### src/rtl/fifo_rd_stream.sv
// Read-side drain engine for the async FIFO.
// Issues pops against the registered-read RAM, tracks words still in flight
// through the RAM read latency, and lands them in a small skid buffer. That
// buffer feeds a valid/ready stream with per-frame last marking and flush.
module fifo_rd_stream #(
    parameter int DATA_WIDTH = 4,
    parameter int RD_LAT     = 1,
    parameter int FRAME_LEN  = 16
) (
    input  logic                  rd_clk,
    input  logic                  rd_rst,
    input  logic                  fifo_empty,
    output logic                  fifo_rd_en,
    input  logic [DATA_WIDTH-1:0] fifo_rd_data,
    input  logic                  flush,
    output logic                  m_valid,
    input  logic                  m_ready,
    output logic [DATA_WIDTH-1:0] m_data,
    output logic                  m_last,
    output logic [15:0]           frame_cnt
);

    // One buffer slot per cycle of read latency, plus one for the word being consumed.
    localparam int SKID_DEPTH = RD_LAT + 1;
    localparam int OCC_W      = $clog2(SKID_DEPTH + 1);
    localparam int LVL_W      = OCC_W + 1;
    localparam int PTR_W      = $clog2(SKID_DEPTH);
    localparam int BEAT_W     = (FRAME_LEN > 1) ? $clog2(FRAME_LEN) : 1;

    localparam logic [BEAT_W-1:0] BEAT_LAST = BEAT_W'(FRAME_LEN - 1);
    localparam logic [PTR_W-1:0]  PTR_LAST  = PTR_W'(SKID_DEPTH - 1);

    logic [RD_LAT-1:0]     pipe_r;
    logic [DATA_WIDTH-1:0] buf_r [SKID_DEPTH];
    logic [PTR_W-1:0]      head_r;
    logic [PTR_W-1:0]      tail_r;
    logic [OCC_W-1:0]      occ_r;
    logic [BEAT_W-1:0]     beat_cnt_r;
    logic [15:0]           frame_cnt_r;

    logic [OCC_W-1:0]      inflight_s;
    logic [LVL_W-1:0]      level_s;
    logic [LVL_W-1:0]      limit_s;
    logic                  valid_s;
    logic                  pop_s;
    logic                  wr_s;
    logic                  rd_en_s;
    logic                  last_s;

    // Number of reads issued to the RAM whose data has not yet landed.
    function automatic logic [OCC_W-1:0] count_ones(input logic [RD_LAT-1:0] v);
        logic [OCC_W-1:0] n;
        n = '0;
        for (int i = 0; i < RD_LAT; i++) begin
            n = n + OCC_W'(v[i]);
        end
        return n;
    endfunction

    // Circular pointer advance; depth need not be a power of two.
    function automatic logic [PTR_W-1:0] ptr_inc(input logic [PTR_W-1:0] p);
        return (p == PTR_LAST) ? '0 : (p + PTR_W'(1));
    endfunction

    // Handshake, pop-request and frame-marker decode from the current state.
    always_comb begin
        inflight_s = count_ones(pipe_r);
        valid_s    = (occ_r != '0) && !flush && !rd_rst;
        pop_s      = valid_s && m_ready;
        wr_s       = pipe_r[RD_LAT-1];
        level_s    = LVL_W'(occ_r) + LVL_W'(inflight_s);
        limit_s    = LVL_W'(SKID_DEPTH) + LVL_W'(pop_s);
        // A slot freed by this cycle's pop may be reserved by this cycle's request.
        if (!rd_rst && !flush && !fifo_empty && (level_s < limit_s)) begin
            rd_en_s = 1'b1;
        end else begin
            rd_en_s = 1'b0;
        end
        last_s     = valid_s && (beat_cnt_r == BEAT_LAST);
    end

    assign fifo_rd_en = rd_en_s;
    assign m_valid    = valid_s;
    assign m_last     = last_s;
    assign m_data     = buf_r[head_r];
    assign frame_cnt  = frame_cnt_r;

    // Latency pipe, skid buffer, occupancy and frame counters; reset beats flush.
    always_ff @(posedge rd_clk) begin
        if (rd_rst) begin
            pipe_r      <= '0;
            head_r      <= '0;
            tail_r      <= '0;
            occ_r       <= '0;
            beat_cnt_r  <= '0;
            frame_cnt_r <= 16'd0;
            for (int i = 0; i < SKID_DEPTH; i++) begin
                buf_r[i] <= '0;
            end
        end else if (flush) begin
            // Clearing the pipe discards any word still returning from the RAM.
            pipe_r     <= '0;
            head_r     <= '0;
            tail_r     <= '0;
            occ_r      <= '0;
            beat_cnt_r <= '0;
        end else begin
            pipe_r[0] <= rd_en_s;
            for (int i = 1; i < RD_LAT; i++) begin
                pipe_r[i] <= pipe_r[i-1];
            end
            if (wr_s) begin
                buf_r[tail_r] <= fifo_rd_data;
                tail_r        <= ptr_inc(tail_r);
            end
            if (pop_s) begin
                head_r <= ptr_inc(head_r);
                if (last_s) begin
                    beat_cnt_r  <= '0;
                    frame_cnt_r <= frame_cnt_r + 16'd1;
                end else begin
                    beat_cnt_r  <= beat_cnt_r + BEAT_W'(1);
                end
            end
            case ({wr_s, pop_s})
                2'b10:   occ_r <= occ_r + OCC_W'(1);
                2'b01:   occ_r <= occ_r - OCC_W'(1);
                default: occ_r <= occ_r;
            endcase
        end
    end

endmodule

### config.mk
export PLATFORM = sky130hd
export DESIGN_NAME = fifo_rd_stream
export DESIGN_NICKNAME = d
export VERILOG_FILES = /design/src/rtl/fifo_rd_stream.sv
export SDC_FILE = /design/constraint.sdc
export NUM_CORES = 1
export LEC_CHECK = 0
export BUFFER_PORTS_ARGS = -buffer_cell sky130_fd_sc_hd__buf_4
export CORE_ASPECT_RATIO = 0.75
export CORE_UTILIZATION = 28
export CTS_BUF_LIST = sky130_fd_sc_hd__clkbuf_16
export CTS_CLUSTER_DIAMETER = 60
export CTS_CLUSTER_SIZE = 10
export DETAILED_ROUTE_END_ITERATION = 6
export SKIP_LAST_GASP = 1
export SYNTH_ARGS = -nofsm -noshare
export SYNTH_HDL_FRONTEND = slang
export SYNTH_SLANG_ARGS = --single-unit
export TNS_END_PERCENT = 100
### constraint.sdc
create_clock -name rd_clk -period 4 [get_ports rd_clk]
set_clock_uncertainty 0.15 [all_clocks]
set_input_delay 0.4 -clock rd_clk [delete_from_list [all_inputs] [get_ports rd_clk]]
set_output_delay 0.4 -clock rd_clk [all_outputs]
set_load 0.02 [all_outputs]
== Word level (Yosys, flattened, before mapping) ==
Memory sizes are Yosys's and may differ from the RTL's. A register that Yosys moved wholly into a read port is not among the register bits.
Index checks and enable logic that the tools add are counted.

* Word-level logic and storage cells: 51
* Bits in registers: 25
* Memories kept: 1
* Latch bits: 0
* ROM bits: 0
* Input bits: 9
* Output and inout port bits: 23
* Memory bits (writable): 8

{| class="wikitable"
|+ Memories
! name !! words !! bits a word !! rd ports !! clocked after Yosys merged registers in !! wr ports !! line !! RTL
|-
| buf_r || 2 || 4 || 1 || 1 || 2 || 34 || <nowiki>logic [DATA_WIDTH-1:0] buf_r [SKID_DEPTH];</nowiki>
|}

* Eq/ne operators: 3
* $mul: 0
* Reductions and logical operators: 15
* Bitwise gates (word level): 1
* $add $sub $neg: 8
* Shift operators: 0
* Div/mod/pow operators: 0
* Muxes and demuxes: 16
* Order comparisons: 1

{| class="wikitable"
|+ Operators with widths
! operator !! number
|-
| adder 16 x 1 -> 16 bit (second input constant) || 1
|-
| 2-to-1 mux 1 bit || 13
|-
| 2-to-1 mux 4 bit || 2
|-
| logical AND 1 bit || 7
|-
| adder 4 x 1 -> 4 bit (second input constant) || 1
|-
| equality test 4 bit (second input constant) || 1
|-
| one-hot mux 2 bit (2 select lines) || 1
|-
| nonzero test 2 bit || 2
|-
| OR reduction 4 bit || 1
|-
| adder 2 x 1 -> 3 bit || 1
|-
| adder 2 x 1 -> 3 bit (first input constant) || 1
|-
| logical NOT 1 bit || 3
|-
| < comparator 3 bit || 1
|-
| AND reduction 3 bit || 1
|-
| adder 1 bit (second input constant) || 2
|-
| adder 2 x 1 -> 2 bit (second input constant) || 1
|-
| equality test 2 x 1 -> 1 bit (second input constant) || 1
|-
| equality test 2 bit (second input constant) || 1
|-
| OR reduction 2 bit || 1
|-
| subtractor 2 x 1 -> 2 bit (second input constant) || 1
|-
| inverter 1 bit || 1
|}

== Longest topological paths before layout ==
* Depth after elaboration: 8
* Mapped depth: 8
* Gate-level depth less buffers: 7

== Worst setup path before layout ==
Ideal clock, no wire load.

* Path kind: input-to-output
* Start point: input flush
* End point: output fifo_rd_en
* Setup slack: 1,632 ps
* Required time: 3,450 ps
* Cell stages on the path: 5
* Data arrival time: 1,818 ps
* Path through: nor2_2 > nand3_1 > clkbuf_1 > o21ai_0 > nor4b_1

* Word-level cells in the longest chain between the ends: 8
* Elaborated cells on any way between the ends: 10
* Those cells by class: add/sub (1); order compare (1); mux (1); reduce/logical (7)

{| class="wikitable"
|+ Ends and longest elaborated chain
! what !! line !! RTL
|-
| start, declared || 15 || <nowiki>input logic flush,</nowiki>
|-
| logical NOT 1 bit * || 68, 74 ||
|-
| logical AND 1 bit (2 in a row) || 68 || <nowiki>valid_s = (occ_r != '0) && !flush && !rd_rst;</nowiki>
|-
| logical AND 1 bit || 69 || <nowiki>pop_s = valid_s && m_ready;</nowiki>
|-
| adder 2 x 1 -> 3 bit || 72 || <nowiki>limit_s = LVL_W'(SKID_DEPTH) + LVL_W'(pop_s);</nowiki>
|-
| < comparator 3 bit || 74 || <nowiki>if (!rd_rst && !flush && !fifo_empty && (level_s < limit_s)) begin</nowiki>
|-
| logical AND 1 bit * || 74 ||
|-
| 2-to-1 mux 1 bit * || 74 ||
|-
| end, declared || 13 || <nowiki>output logic fifo_rd_en,</nowiki>
|}

Mark *: on every way between the ends. The rest lies on a longest branch, timed or not.

== Final worst setup path ==
* Start point: register occ_r[0]
* End point: output fifo_rd_en

* Word-level cells in the longest chain between the ends: 8
* Elaborated cells on any way between the ends: 9
* Those cells by class: add/sub (2); order compare (1); mux (1); reduce/logical (5)

{| class="wikitable"
|+ Ends and longest elaborated chain
! what !! line !! RTL
|-
| start, declared || 37 || <nowiki>logic [OCC_W-1:0] occ_r;</nowiki>
|-
| start signal, assigned || 126 || <nowiki>2'b10: occ_r <= occ_r + OCC_W'(1);</nowiki>
|-
| start signal, assigned || 127 || <nowiki>2'b01: occ_r <= occ_r - OCC_W'(1);</nowiki>
|-
| start signal, assigned || 128 || <nowiki>default: occ_r <= occ_r;</nowiki>
|-
| nonzero test 2 bit || 68 ||
|-
| logical AND 1 bit (2 in a row) || 68 ||
|-
| logical AND 1 bit || 69 ||
|-
| adder 2 x 1 -> 3 bit || 72 ||
|-
| < comparator 3 bit * || 74 ||
|-
| logical AND 1 bit * || 74 ||
|-
| 2-to-1 mux 1 bit * || 74 ||
|}

Marks and branches as above.

==> results.py <==
metrics = {
    "pwr": {
        "power_per_cell_area_nw_per_um2": 409.7,
        "proportion_of_total_power_due_to_net_switching": 0.1814,
        "combPwrFrac": 0.035,
        "leakagePower_nw": 0.7844,
        "sw_power_uw": 161.0,
        "share_seq_of_total_power": 0.403,
        "report.power.total_uw": 887.3,
        "share_clk_of_total_power": 0.563,
        "int_pwr_uw": 726.3,
        "power.ir.vdd_worst_v": 0.0001891,
    },
    "timing": {
        "rsz0062_at_grt": "no",
        "finalWorstSetupSlack_ps": 1442,
        "finalHoldViolations": 0,
        "tightest_slew_ps": 530.9,
        "fmax_mhz": 390.9,
        "maxSlewHeadroom": 0.6434,
        "timing.setup.tns_ps": 0,
        "period_share": 0.6396,
        "final-setup-viol-count": 0,
        "finalMaxSlewViolations": 0,
        "timing.final.crit_period_ps": 2558,
    },
    "critical_path": {
        "critical_path_required_ps": 3450,
        "worst_r2r_path_depth": 6,
        "cp_data_arrival_time_ps": 2010,
        "minimum_setup_slack_among_reg_to_reg_paths_ps": 1760,
        "timing.critical_path.fanout_max": 14,
        "worst-setup-path-type": "flip-flop to primary output",
        "start_kind": "flip-flop",
        "end_kind": "primary output",
    },
    "global_route": {
        "grt_pass1_wl_um": 5789,
        "total_grt_usage": 0.1170,
        "overflow": 0,
        "number_of_antenna_violations_at_the_first_check_in_global_routing": 0,
        "grt_max_degree": 22,
        "via_count_of_the_first_global_routing_pass": 1169,
    },
    "synth": {
        "count_of_synthesis_stage_warnings_from_yosys": 0,
        "area_fraction_of_the_dominant_cell_type_after_synthesis": 0.3104,
        "synthDominantAreaCellType": "dfxtp_1",
        "synth_compound_gate_area_share": 0.1030,
        "synthSimpleGateAreaFrac": 0.2903,
        "ys_seq_area_frac": 0.4537,
        "postSynthRegisterBits": 34,
        "yosys-top-cells-area": "dfxtp_1 (31%), edfxtp_1 (14%), a21oi_1 (4.2%)",
        "postSynthNetCount": 191,
        "syn_avg_cell_area_sq_um": 9.472,
        "mappedNetlistArea_sq_um": 1677,
        "synthXorXnorAreaFrac": 0.04179,
        "synth_top_family_by_area": "simple AND/OR/NAND/NOR gates",
        "postSynthCellCount": 177,
        "synth.lib_cells_used.distinct": 39,
        "muxShareOfSynthArea": 0.03955,
        "arithmetic_cell_share_of_the_synthesized_area_counting_full_adders_half_adders_and_majority_gates": 0.03731,
    },
    "floorplanning": {
        "die_w_um": 91.35,
        "i_o_pin_count": 32,
        "die_h_um": 69.02,
        "floorplan.rows": 24,
        "dieArea_sq_um": 6305,
        "initial_core_util": 0.2893,
        "area_inside_the_core_boundary_sq_um": 5796,
    },
    "run_status": {
        "run_status": "finished clean",
    },
    "placement": {
        "dp_worst_setup_slack_ps": 1454,
        "dpl-instance-area_sq_um": 1972,
        "gp_congestion": 0.7765,
        "io_buffers": 31,
        "dpl.hpwl_um": 2594,
    },
    "clocking": {
        "cts_made_buffers": 5,
        "cts_hold_repair.buffers": 0,
        "clock-root-buffer": "clkbuf_16",
        "cts_tree": "built",
        "htree_num_levels": 2,
        "cts_buffer_depth": 2,
        "postCtsSetupRepairBufs": 0,
        "insertion_delay_to_the_later_sink_of_the_worst_skew_pair_ps": 280,
        "numClockSinks": 34,
        "post_cts_resize_count": 0,
        "clock_pin_transition_on_the_worst_setup_and_hold_timing_paths_ps": 60,
    },
    "detailed_routing": {
        "drt_iter0_drc": 80,
        "route.vias.total": 1360,
        "drc_errors": 0,
        "drt-wirelength-per-cell_um": 12.32,
        "drt-total-wl_um": 3535,
        "drt.antenna.violating_nets": 0,
        "dr.pass1.iters": 4,
        "vias_per_cell": 4.739,
    },
    "min_path": {
        "count_of_cells_along_the_worst_hold_path": 2,
        "hold_path_class": "input port to flip-flop",
    },
    "finish": {
        "finalInstanceArea_sq_um": 2166,
        "area_delta_synth_final_pct": 29.18,
        "fin_nets": 222,
        "final_layout_size_suffix_gt1_frac": 0.2440,
        "most-common-layout-cells": "buf_4 (31), dfxtp_1 (26), a21oi_1 (14)",
        "insertedDiodeCount": 0,
        "final_common_cell": "buf_4",
    },
    "job": {
        "max_capacitance_violation_count": 0,
    },
}
==> cells by family (layout without fill, tap and decap cells) <==
kind of cell	count (synthesis)	count (layout)
AND/OR/NAND/NOR	82	82
flip-flops	34	34
AO/OA/AOI/OAI	29	29
buffers and inverters	13	45
XOR/XNOR	8	8
multiplexers	6	6
adder cells (fa/ha/maj)	5	5
==> cells in the mapped netlist <==
| master | n |
|---|---|
| xor2_1 | 3 |
| nand2b_1 | 1 |
| o41ai_1 | 2 |
| nand3_2 | 1 |
| and3_1 | 1 |
| nand2_1 | 9 |
| a21oi_1 | 14 |
| nor4b_1 | 2 |
| or2_2 | 3 |
| inv_1 | 6 |
| and3_2 | 1 |
| ha_1 | 5 |
| a21boi_0 | 1 |
| mux2_2 | 4 |
| buf_6 | 1 |
| nor2_1 | 12 |
| and4_1 | 1 |
| o21ai_0 | 5 |
| or3_1 | 5 |
| nor2_2 | 1 |
| mux2i_1 | 1 |
| nand4_1 | 7 |
| nand4b_1 | 2 |
| xnor2_1 | 5 |
| o31ai_1 | 7 |
| dfxtp_1 | 26 |
| mux2_1 | 1 |
| nor3_1 | 6 |
| nand2_8 | 1 |
| nand3_1 | 9 |
| or2_1 | 1 |
| nor4_1 | 3 |
| clkbuf_1 | 5 |
| or4_1 | 6 |
| nand4_2 | 1 |
| nor2b_1 | 1 |
| buf_2 | 1 |
| edfxtp_1 | 8 |
| and2_1 | 8 |
==> stage by stage <==
step	cells	util	hold WS (ps)
after floorplan	177	-	303.4
after global placement	279	0.3402	332.5
after detailed placement	279	0.3402	330.9
after CTS	287	0.3737	134.2
after global routing	287	0.3737	141.4
final	287	0.3737	138.2
==> worst max-delay path, stage by stage, from the launching register on <==
cell,delay (ps)
dfxtp_1,420
or2_1,180
nand3_1,360
o21ai_0,330
nor4b_1,260
buf_4,190
==> path summary, 6_finish.rpt <==
check,start,to
min,fifo_empty,pipe_r$_SDFF_PP0_
min reg2reg,frame_cnt[15]$_SDFFE_PP0P_,frame_cnt[15]$_SDFFE_PP0P_
max,occ_r[0]$_SDFFE_PP0P_,fifo_rd_en
max reg2reg,occ_r[0]$_SDFFE_PP0P_,occ_r[1]$_SDFFE_PP0P_
==> cell type report <==
type	instances	area, sq um
tap	78	97.59
fill	568	3630
timing repair buffer	31	232.7
multi-input combinational	130	858.3
inverter	6	22.52
clock buffer	5	125.1
clock inverter	3	68.82
sequential	34	760.7
==> registers in the layout (all words and copies together), names as in the netlist, named ones only <==
register and count:
frame_cnt 16, buf_r 8, beat_cnt_r 4, pipe_r 1, occ_r 2, head_r 1, tail_r 1
==> layer usage <==
| layer | wire, um | track usage | up-vias |
|---|---|---|---|
| met2 | 1497 | 0.1633 | 17 |
| met1 | 1867 | 0.1671 | 620 |
| li1 | - | - | 719 |
| met4 | 27 | 0.03704 | 0 |
| met5 | 0 | 0 | - |
| met3 | 142 | 0.04084 | 4 |
==> power by group through the flow <==
stage	Sequential [mW]	Clock, mW	Combinational [mW]
after floorplan	0.364	0	0.0174
after global placement	0.365	0	0.0307
after detailed placement	0.365	0	0.0307
after CTS	0.357	0.509	0.0308
after global routing	0.358	0.527	0.0334
final	0.357	0.499	0.0307
Note: power is estimated with default switching activity, not from simulation.
